$ cat src/rtl/prog_mem.sv
// prog_mem: writable program memory for the Fibonacci processor.
// After reset (or a boot request) the built-in boot program is copied into
// the array one word per cycle; afterwards the block serves registered
// fetches and host writes.
//
// state  | meaning
// S_INIT | copying boot word r_init_cnt into the array; fetch/write ignored
// S_RUN  | ready; fetches and host writes are served
module prog_mem #(
  parameter int DATA_W = 12,
  parameter int ADDR_W = 8,
  parameter int DEPTH  = 256
) (
  input  logic              i_clk,
  input  logic              i_rst_n,
  input  logic              i_boot_req,
  output logic              o_ready,
  input  logic              i_fetch_en,
  input  logic [ADDR_W-1:0] i_fetch_addr,
  output logic [DATA_W-1:0] o_rd_data,
  output logic              o_rd_valid,
  input  logic              i_wr_en,
  input  logic [ADDR_W-1:0] i_wr_addr,
  input  logic [DATA_W-1:0] i_wr_data,
  output logic              o_wr_ack,
  output logic              o_oob_err
);

  localparam int IDX_W = (DEPTH > 1) ? $clog2(DEPTH) : 1;

  typedef enum logic {S_INIT, S_RUN} state_t;

  state_t            r_state;
  state_t            w_state_nxt;
  logic [ADDR_W-1:0] r_init_cnt;
  logic [ADDR_W-1:0] w_cnt_nxt;
  logic [DATA_W-1:0] r_mem [DEPTH];

  logic              w_init_last;
  logic              w_run_ok;
  logic              w_fetch_inr;
  logic              w_wr_inr;
  logic [IDX_W-1:0]  w_fetch_idx;
  logic [IDX_W-1:0]  w_wr_idx;
  logic [IDX_W-1:0]  w_init_idx;

  // Boot program, 12-bit words zero-extended to DATA_W.
  function automatic logic [DATA_W-1:0] boot_word(input logic [ADDR_W-1:0] idx);
    logic [11:0] w;
    case (int'(idx))
      0:       w = 12'h800;
      1:       w = 12'h600;
      2:       w = 12'h801;
      3:       w = 12'h601;
      4:       w = 12'h700;
      5:       w = 12'h001;
      6:       w = 12'h602;
      7:       w = 12'h701;
      8:       w = 12'h600;
      9:       w = 12'h702;
      10:      w = 12'h601;
      11:      w = 12'hA00;
      12:      w = 12'h404;
      default: w = 12'h000;
    endcase
    return DATA_W'(w);
  endfunction

  // Range checks are done on the full address so nothing aliases modulo DEPTH.
  assign w_init_last = (r_init_cnt == ADDR_W'(DEPTH - 1));
  assign w_run_ok    = (r_state == S_RUN) && !i_boot_req;
  assign w_fetch_inr = ({1'b0, i_fetch_addr} < (ADDR_W + 1)'(DEPTH));
  assign w_wr_inr    = ({1'b0, i_wr_addr} < (ADDR_W + 1)'(DEPTH));
  assign w_fetch_idx = i_fetch_addr[IDX_W-1:0];
  assign w_wr_idx    = i_wr_addr[IDX_W-1:0];
  assign w_init_idx  = r_init_cnt[IDX_W-1:0];
  assign o_ready     = (r_state == S_RUN);

  // State and init counter registers.
  always_ff @(posedge i_clk) begin
    if (!i_rst_n) begin
      r_state    <= S_INIT;
      r_init_cnt <= '0;
    end else begin
      r_state    <= w_state_nxt;
      r_init_cnt <= w_cnt_nxt;
    end
  end

  // Next-state logic: INIT walks the whole array once, boot_req re-enters INIT.
  always_comb begin
    w_state_nxt = r_state;
    w_cnt_nxt   = r_init_cnt;
    case (r_state)
      S_INIT: begin
        if (w_init_last) begin
          w_state_nxt = S_RUN;
          w_cnt_nxt   = '0;
        end else begin
          w_cnt_nxt = r_init_cnt + ADDR_W'(1);
        end
      end
      S_RUN: begin
        if (i_boot_req) begin
          w_state_nxt = S_INIT;
          w_cnt_nxt   = '0;
        end
      end
      default: begin
        w_state_nxt = S_INIT;
        w_cnt_nxt   = '0;
      end
    endcase
  end

  // Array write port: boot copy during INIT, in-range host writes in RUN.
  always_ff @(posedge i_clk) begin
    if (i_rst_n) begin
      if (r_state == S_INIT) begin
        r_mem[w_init_idx] <= boot_word(r_init_cnt);
      end else if (w_run_ok && i_wr_en && w_wr_inr) begin
        r_mem[w_wr_idx] <= i_wr_data;
      end
    end
  end

  // Registered fetch data and status pulses; reads see the pre-write word.
  always_ff @(posedge i_clk) begin
    if (!i_rst_n) begin
      o_rd_data  <= '0;
      o_rd_valid <= 1'b0;
      o_wr_ack   <= 1'b0;
      o_oob_err  <= 1'b0;
    end else begin
      o_rd_valid <= 1'b0;
      o_wr_ack   <= 1'b0;
      o_oob_err  <= 1'b0;
      if (w_run_ok) begin
        if (i_fetch_en) begin
          o_rd_valid <= 1'b1;
          o_rd_data  <= w_fetch_inr ? r_mem[w_fetch_idx] : '0;
        end
        if ((i_fetch_en && !w_fetch_inr) || (i_wr_en && !w_wr_inr)) begin
          o_oob_err <= 1'b1;
        end
        if (i_wr_en && w_wr_inr) begin
          o_wr_ack <= 1'b1;
        end
      end
    end
  end

endmodule

$ cat config.mk
export PLATFORM = sky130hd
export DESIGN_NAME = prog_mem
export DESIGN_NICKNAME = d
export VERILOG_FILES = /design/src/rtl/prog_mem.sv
export SDC_FILE = /design/constraint.sdc
export NUM_CORES = 2
export LEC_CHECK = 0
export BUFFER_PORTS_ARGS = -buffer_cell sky130_fd_sc_hd__buf_2
export CAP_MARGIN = 20
export CORE_AREA = 2 2 552 554
export CTS_CLUSTER_DIAMETER = 50
export DETAILED_ROUTE_END_ITERATION = 16
export DIE_AREA = 0 0 554 556
export SYNTH_ARGS = -nofsm -noshare
export SYNTH_HDL_FRONTEND = slang
export SYNTH_SLANG_ARGS = --single-unit
$ cat constraint.sdc
create_clock -name i_clk -period 6.1 [get_ports i_clk]
set_input_delay 0 -clock i_clk [delete_from_list [all_inputs] [get_ports i_clk]]
set_output_delay 0 -clock i_clk [all_outputs]
set_load 0.02 [all_outputs]
==> impl_metrics.json <==
{
  "min_period_ns": 5.46,
  "grt_pass1_vias": 61500,
  "dr_total_vias": 62100,
  "synthArstFlopShare_pct": 0,
  "gp_congestion": 0.887,
  "p_clk_share_pct": 45.2,
  "switching_share_pct": 21.1,
  "wl_met1_um": 138000,
  "final-setup-viol-count": 0,
  "synth_compound_area_share_pct": 3.13,
  "reg2reg_depth": 9,
  "synth_top_area_share_pct": 76.6,
  "synth-simple-area-share_pct": 2.72,
  "htreeDepth": 5,
  "synth_fp_nets": 5771,
  "cts_tree": "yes",
  "routed-wl-met3_um": 28700,
  "seq_power_share_pct": 50.9,
  "portBuffers": 47,
  "cp_slowest_cell": "nand3_1",
  "yosys-mux-area-fraction_pct": 15.3,
  "slew_viol_final": 202,
  "overflow": 0,
  "cts_setup_buffers": 0,
  "grt_pass1_wl_um": 478000,
  "power.switching_mw": 9.71,
  "totalWireLength_um": 342000,
  "clk_path_buf_depth": 4,
  "power.leakage_nw": 40.8,
  "worstPathCellList": "and3b_1 > nand2_1 > buf_4 > clkinv_1 > buf_4 > o31ai_1 > nand3_1 > buf_4 > nor2_1",
  "ys_top_cells_by_area": "edfxtp_1 (77%), mux4_2 (12%), mux2i_1 (2.7%), nor2_1 (0.97%), nand2_1 (0.58%)",
  "io_pins": 49,
  "die-width_um": 554,
  "synth-edff-count": 3072,
  "crit_path_max_incr_delay_ns": 1.12,
  "yosys.area_share.adder_pct": 0.0520,
  "postSynthCellCount": 5733,
  "cts_sinks": 3102,
  "ir_worst_vdd_mv": 0.332,
  "cp_common_cell": "buf_4",
  "clock_latency_ns": 0.99,
  "finalHoldViolations": 0,
  "hold_slack_ns": 0.0552,
  "cts_buffers": 354,
  "top_layer": "met5",
  "grt_use_total_pct": 22.0,
  "holdPathStages": 3,
  "dpl.hpwl_um": 210000,
  "rsz0062_at_grt": "no",
  "final.setup.tns_ns": 0,
  "crit_path_end_kind": "flop",
  "fin_util_pct": 46.0,
  "path_class": "reg2reg",
  "antenna_found_initial": 17,
  "fp.dieH_um": 556,
  "drtIter0Drc": 8608,
  "fp.coreArea_mm2": 0.302,
  "netlist_area_mm2": 0.120,
  "yosysTopAreaCell": "edfxtp_1",
  "clockRootBuffer": "clkbuf_16",
  "hold_class": "in2reg",
  "antenna_left": 0,
  "dieArea_mm2": 0.308,
  "synth_xor_area_share_pct": 0.00727,
  "route.met2.wl_um": 161000,
  "path_clk_slew_ns": 0.06,
  "syn2layout_area_growth_pct": 15.4,
  "synth_top_family_by_area": "multiplexers",
  "skew_ns": 0.0769,
  "route.detailed.wl_per_inst_um": 32.7,
  "grt_max_degree": 213,
  "violations": "max-slew violations",
  "worst_pin_slew_ns": 1.73,
  "start_util_pct": 39.9,
  "worst-path-max-fanout": 27,
  "mostFrequentLayoutCell": "edfxtp_1",
  "rows": 202,
  "status": "finished, violations left",
  "cap_violations": 0,
  "worstPathArrival_ns": 6.03,
  "power_density_mw_per_mm2": 331,
  "synth_area_per_cell_um2": 21.0,
  "required_ns": 6.67,
  "netlist-cell-type-count": 76,
  "drcViolationCount": 0,
  "synth_seq_cells": 3102,
  "vias_per_cell": 5.93,
  "cts_resized": 0,
  "period_share_pct": 89.5,
  "max_freq_mhz": 183,
  "power_frac_comb_pct": 3.9,
  "ys_warn_count": 0,
  "layout_common_cells": "edfxtp_1 (3072), mux4_2 (648), clkbuf_16 (362), buf_4 (327), mux2i_1 (319)",
  "startpoint_type": "flop",
  "seq_area_frac_synth_pct": 77.1,
  "first_pass_iters": 6,
  "synth_flop_cell": "edfxtp_1",
  "drive_above_1_share_pct": 26.0,
  "relSlewSlack_pct": -15.4,
  "layout.nets": 6258,
  "p_int_mw": 36.2
}
per-stage QoR:
step	instances	instance area (um^2)	power, mW	setup slack (ns)
global placement	9747	127000	25.6	0.912
detailed placement	9790	127000	25.6	0.898
global route	10500	139000	47.1	0.723
floorplan	5733	120000	24.9	0.779
finish	10500	139000	46.0	0.640
CTS	10400	139000	46.2	0.841
area by class of cell:
type                       instances  area [um^2]
sequential                      3102        92800
inverter                           7         33.8
timing repair buffer             467         4070
tap                             3978         4980
fill                           24800       163000
multi-input combinational       2288        25700
clock inverter                   185         1990
antenna                            8         20.0
clock buffer                     436         9430
metal layers:
metal / GRT usage [%] / vias up
li1: - / 25000
met1: 30.3 / 33300
met2: 34.5 / 3184
met5: 0 / -
met4: 8.98 / 10
met3: 4.07 / 568
state kept, by name, indices dropped and copies added, names as in the netlist, named ones only:
name and count:
o_rd_data 12, o_rd_valid 1, o_ready 1, o_wr_ack 1, r_init_cnt 8, r_mem 3072
cells in the mapped netlist, types with 15 or more instances:
cell type and n:
edfxtp_1 3072, mux4_2 648, mux2i_1 319, nor2_1 312, nand2_1 187, clkbuf_1 110, buf_2 101, o22ai_1 101
o221ai_1 77, nand3_1 70, o21ai_0 70, a21oi_1 60, buf_4 55, mux2_2 54, buf_6 49, a211oi_1 44
a221oi_1 34, nor2b_1 34, dfxtp_1 30, a22oi_1 27, a31oi_1 20, nor3_1 20, nand3b_1 19, and2_1 16
buf_1 15
critical path: cells and delay by family, from the launching register on:
| family | cells | cell delay [ns] |
|---|---|---|
| buf+inv | 4 | 1.33 |
| flops | 1 | 0.34 |
| simple gates | 4 | 2.32 |
| compound gates | 1 | 0.99 |
timing repair:
item                       in CTS  in global routing
hold endpoints to repair      469                 25
setup endpoints to repair       0                  0
hold buffers                   19                  1
logic make-up (layout without fill, tap and decap cells):
family / Yosys count / in the layout
flops: 3102 / 3102
buf+inv: 343 / 1095
other cells: 1 / 9
simple gates: 726 / 726
xor+xnor: 1 / 1
mux: 1021 / 1021
compound gates: 534 / 534
fa+ha+maj: 5 / 5
power groups by stage:
stage	sequential (mW)	combinational [mW]	clock [mW]
after floorplan	23.9	1.03	0
after global placement	23.8	1.73	0
after detailed placement	23.8	1.76	0
after CTS	23.4	1.77	21.1
after global routing	23.4	1.84	21.9
final	23.4	1.77	20.8
final timing paths:
check / start / endpoint / slack (ns)
max: o_ready / r_mem[32][3] / 0.64
min: i_fetch_en / o_rd_valid / 0.06
max reg2reg: o_ready / r_mem[32][3] / 0.64
min reg2reg: o_rd_data[4] / o_rd_data[4] / 0.47
(Power assumes the default switching activity.)
